===== config.mk =====
export PLATFORM = sky130hd
export DESIGN_NAME = mips_store_logger
export DESIGN_NICKNAME = d
export VERILOG_FILES = /design/src/rtl/mips_store_logger.sv
export SDC_FILE = /design/constraint.sdc
export NUM_CORES = 1
export LEC_CHECK = 0
export ABC_AREA = 0
export BUFFER_PORTS_ARGS = -buffer_cell sky130_fd_sc_hd__buf_4
export CAP_MARGIN = 5
export CORE_MARGIN = 1.5
export CORE_UTILIZATION = 55
export DETAILED_ROUTE_END_ITERATION = 8
export MAX_ROUTING_LAYER = met4
export PLACE_DENSITY = 0.72
export RECOVER_POWER = 50
export SLEW_MARGIN = 20
export SYNTH_ARGS = -nofsm -noshare
export SYNTH_HDL_FRONTEND = slang
export SYNTH_SLANG_ARGS = --single-unit
export TNS_END_PERCENT = 10

===== constraint.sdc =====
create_clock -name CLK -period 16.15 [get_ports CLK]
set_input_delay 1.615 -clock CLK [delete_from_list [all_inputs] [get_ports CLK]]
set_output_delay 1.615 -clock CLK [all_outputs]
set_load 0.01 [all_outputs]

===== src/rtl/mips_store_logger.sv =====
// Passive store logger: snoops the core's CS/WE bus and queues each store (address, data) in a FIFO.
// Optional STORE_LOGGER_TIMESTAMP_EN adds a free-running cycle counter captured with each entry (rd_time).
`timescale 1ns/1ps
module mips_store_logger #(
    parameter int DEPTH = 16,
    parameter int AW    = 4
) (
    input  logic          CLK,
    input  logic          rst,
    input  logic          CS,
    input  logic          WE,
    input  logic [31:0]   Addr_In,
    input  logic [31:0]   Data_In,
    input  logic          rd_en,
    output logic          rd_valid,
    output logic [31:0]   rd_addr,
    output logic [31:0]   rd_data,
    output logic [AW:0]   count,
    output logic          empty,
    output logic          full,
`ifdef STORE_LOGGER_TIMESTAMP_EN
    output logic [31:0]   rd_time,
`endif
    output logic          overflow
);

`ifdef STORE_LOGGER_TIMESTAMP_EN
    localparam int EW = 96;
`else
    localparam int EW = 64;
`endif

    logic [EW-1:0] mem [DEPTH];
    logic [AW-1:0] wr_ptr, rd_ptr;
    logic          we_d;
    logic          push, pop_ok, push_ok;
    logic [EW-1:0] wr_entry;

    // Consumer handshake: rd_en is a pop request honoured only when not empty;
    // rd_valid pulses for exactly the cycle after an accepted pop, with rd_addr/rd_data
    // holding that entry. There is no backpressure toward the core: stores arriving
    // while full are dropped and flagged on the sticky overflow bit.
    assign push    = CS & WE & ~we_d;
    assign pop_ok  = rd_en & ~empty;
    assign push_ok = push & (~full | pop_ok);
    assign empty   = (count == '0);
    assign full    = (count == (AW+1)'(DEPTH));

`ifdef STORE_LOGGER_TIMESTAMP_EN
    logic [31:0] cyc_cnt;
    assign wr_entry = {cyc_cnt, Data_In, Addr_In};

    always_ff @(posedge CLK or posedge rst) begin
        if (rst) begin
            cyc_cnt <= '0;
            rd_time <= '0;
        end else begin
            cyc_cnt <= cyc_cnt + 32'd1;
            if (pop_ok)
                rd_time <= mem[rd_ptr][95:64];
        end
    end
`else
    assign wr_entry = {Data_In, Addr_In};
`endif

    // Storage array carries no reset; validity is tracked by the pointers and count.
    always_ff @(posedge CLK) begin
        if (push_ok)
            mem[wr_ptr] <= wr_entry;
    end

    always_ff @(posedge CLK or posedge rst) begin
        if (rst) begin
            we_d     <= 1'b0;
            wr_ptr   <= '0;
            rd_ptr   <= '0;
            count    <= '0;
            overflow <= 1'b0;
            rd_valid <= 1'b0;
            rd_addr  <= '0;
            rd_data  <= '0;
        end else begin
            we_d     <= WE;
            rd_valid <= pop_ok;
            count    <= count + (AW+1)'(push_ok) - (AW+1)'(pop_ok);
            if (push_ok)
                wr_ptr <= wr_ptr + AW'(1);
            if (push && !push_ok)
                overflow <= 1'b1;
            if (pop_ok) begin
                rd_ptr  <= rd_ptr + AW'(1);
                rd_addr <= mem[rd_ptr][31:0];
                rd_data <= mem[rd_ptr][63:32];
            end
        end
    end

endmodule


Word level (Yosys, flattened, before mapping):

Memory sizes are Yosys's and may differ from the RTL's. A register that Yosys moved wholly into a read port is not among the register bits.
Index checks and enable logic that the tools add are counted.

* register bits after elaboration: 16
* RAM bits: 1024
* input port bits: 69
* memories kept: 1

* add/sub/neg operators: 4
* equal/unequal tests: 1
* multiplexer cells: 2
* bitwise operators: 8
* reduce and logical (&&, ||, !) cells: 3

Memory list
* mem: words 16, bits a word 64, rd ports 1, clocked after memory_dff 1, wr ports 1, RTL line 33 `logic [EW-1:0] mem [DEPTH];`

Operators with widths (count)
* $add A4 B1 Y4 const B: 2
* $add A5 B1 Y5: 1
* $eq A5 B5 Y1 const B: 1
* $logic_not A5 Y1: 1
* $sub A5 B1 Y5: 1
* $and A1 B1 Y1: 4
* $not A1 Y1: 3
* $mux W1: 2
* $logic_and A1 B1 Y1: 1
* $logic_not A1 Y1: 1
* $or A1 B1 Y1: 1

Depth between registers and ports, before layout:

* depth after elaboration: 7
* gate-level depth with buffers: 15

Least setup slack after synthesis:

OpenSTA, ideal clock, no wires.

* kind: in2reg
* start point: input port WE
* end point: memory mem[0][0] (enable)
* data arrival time: 8155 ps
* required time: 15506 ps
* path slack: 7351 ps
* stages: 4
* buffers on the path: 0
* cells stage by stage: nand3b_1 > a21oi_2 > inv_2 > nor4_1

* word-level cells in the longest chain between the ends: 5

RTL lines
* start, declared: RTL line 11 `input logic WE,`
* $and A1 B1 Y1 (2 in a row): RTL line 43 `assign push = CS & WE & ~we_d;`
* $and A1 B1 Y1: RTL line 45 `assign push_ok = push & (~full | pop_ok);`
* $mux W1: RTL line 69 `if (push_ok)`
* $mux W1 (implied by the code): RTL line 70 `mem[wr_ptr] <= wr_entry;`
* end, declared: RTL line 33

No other way between the ends.

==> metrics.log <==
INFO  metric status = finished with violations
INFO  metric failing_checks = max-capacitance violations, max-slew violations
INFO  metric cp_data_arrival_time = 5.63 ns
INFO  metric layout.filler_cells = 4,991
INFO  metric synth_top_cell_by_area = sky130_fd_sc_hd__edfxtp_1
INFO  metric power_switching_share = 27.7%
INFO  metric h-tree-depth = 3
INFO  metric crit_path_start = rst
INFO  metric placement.cell_area = 43,800 µm²
INFO  metric synth.avg_cell_area = 21.9 µm²
INFO  metric finalInstanceArea = 47,000 µm²
INFO  metric worst_r2r_startpoint = rd_ptr[2]$_DFFE_PP0P_
INFO  metric drc_errors = 0
INFO  metric timing.critical_path.to_type = async pin
INFO  metric route.detailed.wl_per_inst = 27.5 µm
INFO  metric worst_clock_skew = 0.0303 ns
INFO  metric root_buffer = sky130_fd_sc_hd__clkbuf_16
INFO  metric fin_crit_sh = 39.1%
INFO  metric top_achievable_clock_speed = 0.158 GHz
INFO  metric final.setup.tns = 0 ns
INFO  metric hold_buffers = 0
INFO  metric postSynthNetCount = 1,992
INFO  metric synth_sequential_area_ratio = 78.4%
INFO  metric async_reset_ff_share = 7.25%
INFO  metric cts.repair_timing.setup_buffer_count = 0
INFO  metric finalSetupViolCount = 0
INFO  metric grt_usage = 23.5%
INFO  metric first_global_vias = 20,800
INFO  metric synth-main-ff-cell = sky130_fd_sc_hd__edfxtp_1
INFO  metric slew_headroom = -157%
INFO  metric synth_top_cells_by_count = sky130_fd_sc_hd__edfxtp_1, sky130_fd_sc_hd__mux4_2, sky130_fd_sc_hd__o22ai_1
INFO  metric synth_warnings = 0
INFO  metric grt_setup_unrepaired = no
INFO  metric max_slew.worst_pin.slew = 3.86 ns
INFO  metric synth_largest_type_area_fraction = 73.6%
INFO  metric antenna_left = 0
INFO  metric slowest_delay = 2.79 ns
INFO  metric peakVddDrop = 0.118 mV
INFO  metric grt_antenna_before_repair = 2
INFO  metric synth_edf_count = 1,024
INFO  metric detailed_routing_iteration_count_for_the_pre_antenna_repair_pass = 6
INFO  metric grt_start_max_net_pins = 118
INFO  metric hold_path_class = reg -> reg
INFO  metric io_buffers = 141
INFO  metric sequential_share_of_power = 44.6%
INFO  metric num_vias = 19,500
INFO  metric source_of_the_worst_hold_timing_path = overflow$_DFFE_PP0P_
INFO  metric power.share.combinational = 24.0%
INFO  metric cts.sink_count = 1,104
INFO  metric clock_insertion_delay_worst_skew = 0.66 ns
INFO  metric multiInputGateArea = 8410 µm²
INFO  metric hpwlAfterDp = 45,300 µm
INFO  metric core_area = 74,800 µm²
INFO  metric die_height = 279 µm
INFO  metric hold_violations = 0
INFO  metric critical_path.startpoint_type = primary input
INFO  metric worst-endpoint-required = 15.47 ns
INFO  metric critical_path_class = in -> async
INFO  metric clockBufferDepth = 3
INFO  metric period_needed = 6.31 ns
INFO  metric lkg_pwr = 0.0151 µW
INFO  metric synth.ff_latch_count = 1,104
INFO  metric wl = 86,600 µm
INFO  metric sequential_cell_area = 32,800 µm²
INFO  metric synth.most_common_cell = sky130_fd_sc_hd__edfxtp_1
INFO  metric starting_density_of_the_core = 55.8%
INFO  metric nets = 2,173
INFO  metric num_rows = 100
INFO  metric hold-path-cell-count = 1
INFO  metric die_w = 279 µm
INFO  metric share_clk_of_total_power = 31.4%
INFO  metric final_core_util = 62.8%
INFO  metric ys_top_cells_by_area = sky130_fd_sc_hd__edfxtp_1, sky130_fd_sc_hd__mux4_2, sky130_fd_sc_hd__dfrtp_1
INFO  metric grt_pass1_wl = 130,000 µm
INFO  metric cts_made_buffers = 107
INFO  metric post_drt_via_cell_ratio = 6.19
INFO  metric io_pins = 142
INFO  metric cp_cell_sequence = clkbuf_4 > clkinvlp_2 > clkbuf_1
INFO  metric switchingPower = 2140 µW
INFO  metric area_grow_syn2layout = 12.4%
INFO  metric fp.dieArea = 77,600 µm²
INFO  metric clock_transition_time_at_the_flip_flop_clock_pins_of_the_worst_setup_and_hold_paths = 0.06 ns
INFO  metric slew_viol_final = 157
INFO  metric crit_path_top_delay_cell = sky130_fd_sc_hd__clkbuf_1
INFO  metric power.total = 7750 µW
INFO  metric post_cts_resize_count = 0
INFO  metric path_depth_of_the_worst_reg2reg_path = 5
INFO  metric synth_cells = 1,911
INFO  metric cts_tree = done
INFO  metric place_congestion = 0.763
INFO  metric critical_path_peak_fanout = 52
INFO  metric grt_overflow = 0
INFO  metric count_of_cell_types_in_the_netlist = 44
INFO  metric power_density = 165 nW/µm²
INFO  metric drive_gt1_share = 24.5%
INFO  metric syn-cell-area = 41,800 µm²
INFO  metric drt_iter0_drc = 1,814
INFO  metric cap_viol_max_count = 4
INFO  metric p_int = 5600 µW
[state kept, by name, indices dropped and copies added (netlist names)]
| name | count |
|---|---|
| rd_addr | 32 |
| count | 5 |
| wr_ptr | 4 |
| overflow | 1 |
| rd_data | 32 |
| rd_ptr | 4 |
| mem | 1024 |
| we_d | 1 |
| rd_valid | 1 |
[power by group through the flow]
stage / clock, µW / sequential [µW] / combinational, µW
finish: 2430 / 3450 / 1860
global route: 2580 / 3470 / 2010
CTS: 2460 / 3460 / 1920
detailed placement: 0 / 3510 / 1910
global placement: 0 / 3510 / 1880
floorplan: 0 / 3450 / 1420
[cells by family (layout without fill, tap and decap cells)]
family | Yosys count | in the layout | share of synthesized area [%]
DFF | 1104 | 1104 | 78.4
muxes | 346 | 346 | 14.6
AOI/OAI and AO/OA | 223 | 223 | 3.30
buffers and inverters | 121 | 394 | 1.73
and+or+nand+nor | 96 | 96 | 1.42
adders and majority gates | 12 | 12 | 0.377
xor gates and xnor gates | 9 | 9 | 0.189
other | 0 | 2 | 0
[layout make-up]
type                       count  area share (%)
tap                          969            2.58
timing repair buffer         178            2.22
sequential                  1104            69.7
antenna                        2          0.0107
clock inverter                33           0.647
multi-input combinational    686            17.9
inverter                      15           0.123
clock buffer                 168            6.77
[critical path, delay by kind of cell]
kind | cells | cell delay [ns]
buf+inv | 3 | 3.96
[metal layers]
metal	track usage, %	share of wire [%]	up-vias
met5	-	0	-
met4	6.98	2.4	0
met3	3.46	5.7	122
met2	39.4	52	698
met1	30.2	40	10300
li1	-	-	8372
[layout by cell type (no fill, tap or decap), types with 3 or more instances in the layout]
| cell | instances |
|---|---|
| sky130_fd_sc_hd__buf_6 | 3 |
| sky130_fd_sc_hd__dfrtp_1 | 77 |
| sky130_fd_sc_hd__buf_4 | 75 |
| sky130_fd_sc_hd__nor2_1 | 29 |
| sky130_fd_sc_hd__xor2_1 | 3 |
| sky130_fd_sc_hd__nor3_2 | 22 |
| sky130_fd_sc_hd__inv_1 | 13 |
| sky130_fd_sc_hd__ha_1 | 11 |
| sky130_fd_sc_hd__xnor2_1 | 6 |
| sky130_fd_sc_hd__clkinv_1 | 10 |
| sky130_fd_sc_hd__clkinv_2 | 12 |
| sky130_fd_sc_hd__mux2i_1 | 100 |
| sky130_fd_sc_hd__dfrtp_4 | 3 |
| sky130_fd_sc_hd__nand2_1 | 6 |
| sky130_fd_sc_hd__a22oi_1 | 50 |
| sky130_fd_sc_hd__nor3_1 | 3 |
| sky130_fd_sc_hd__clkbuf_16 | 109 |
| sky130_fd_sc_hd__bufinv_16 | 4 |
| sky130_fd_sc_hd__mux2_2 | 39 |
| sky130_fd_sc_hd__a21oi_1 | 66 |
| sky130_fd_sc_hd__edfxtp_1 | 1024 |
| sky130_fd_sc_hd__nor2_4 | 9 |
| sky130_fd_sc_hd__clkbuf_1 | 131 |
| sky130_fd_sc_hd__o22ai_1 | 102 |
| sky130_fd_sc_hd__nor4_2 | 4 |
| sky130_fd_sc_hd__clkbuf_8 | 23 |
| sky130_fd_sc_hd__and2_4 | 4 |
| sky130_fd_sc_hd__mux4_2 | 206 |
[metrics by stage]
step / hold WS, ns / setup slack (ns) / std cells
after CTS: 0.500 / 12.15 / 3151
after global placement: 0.471 / 11.60 / 2950
final: 0.493 / 9.84 / 3155
after global routing: 0.520 / 8.97 / 3155
after floorplan: 0.513 / 7.35 / 1911
after detailed placement: 0.483 / 11.45 / 2950
[final timing paths]
path                                           endpoint  slack [ns]
worst min-delay path               overflow$_DFFE_PP0P_        0.49
worst min register to register     overflow$_DFFE_PP0P_        0.49
min in group asynchronous        rd_addr[0]$_DFFE_PP0P_        1.44
worst max register to register  rd_data[22]$_DFFE_PP0P_       11.00
max in group CLK                rd_data[22]$_DFFE_PP0P_       11.00
worst max-delay path              rd_ptr[3]$_DFFE_PP0P_        9.84
No activity file was read; power rests on OpenSTA's default activity.
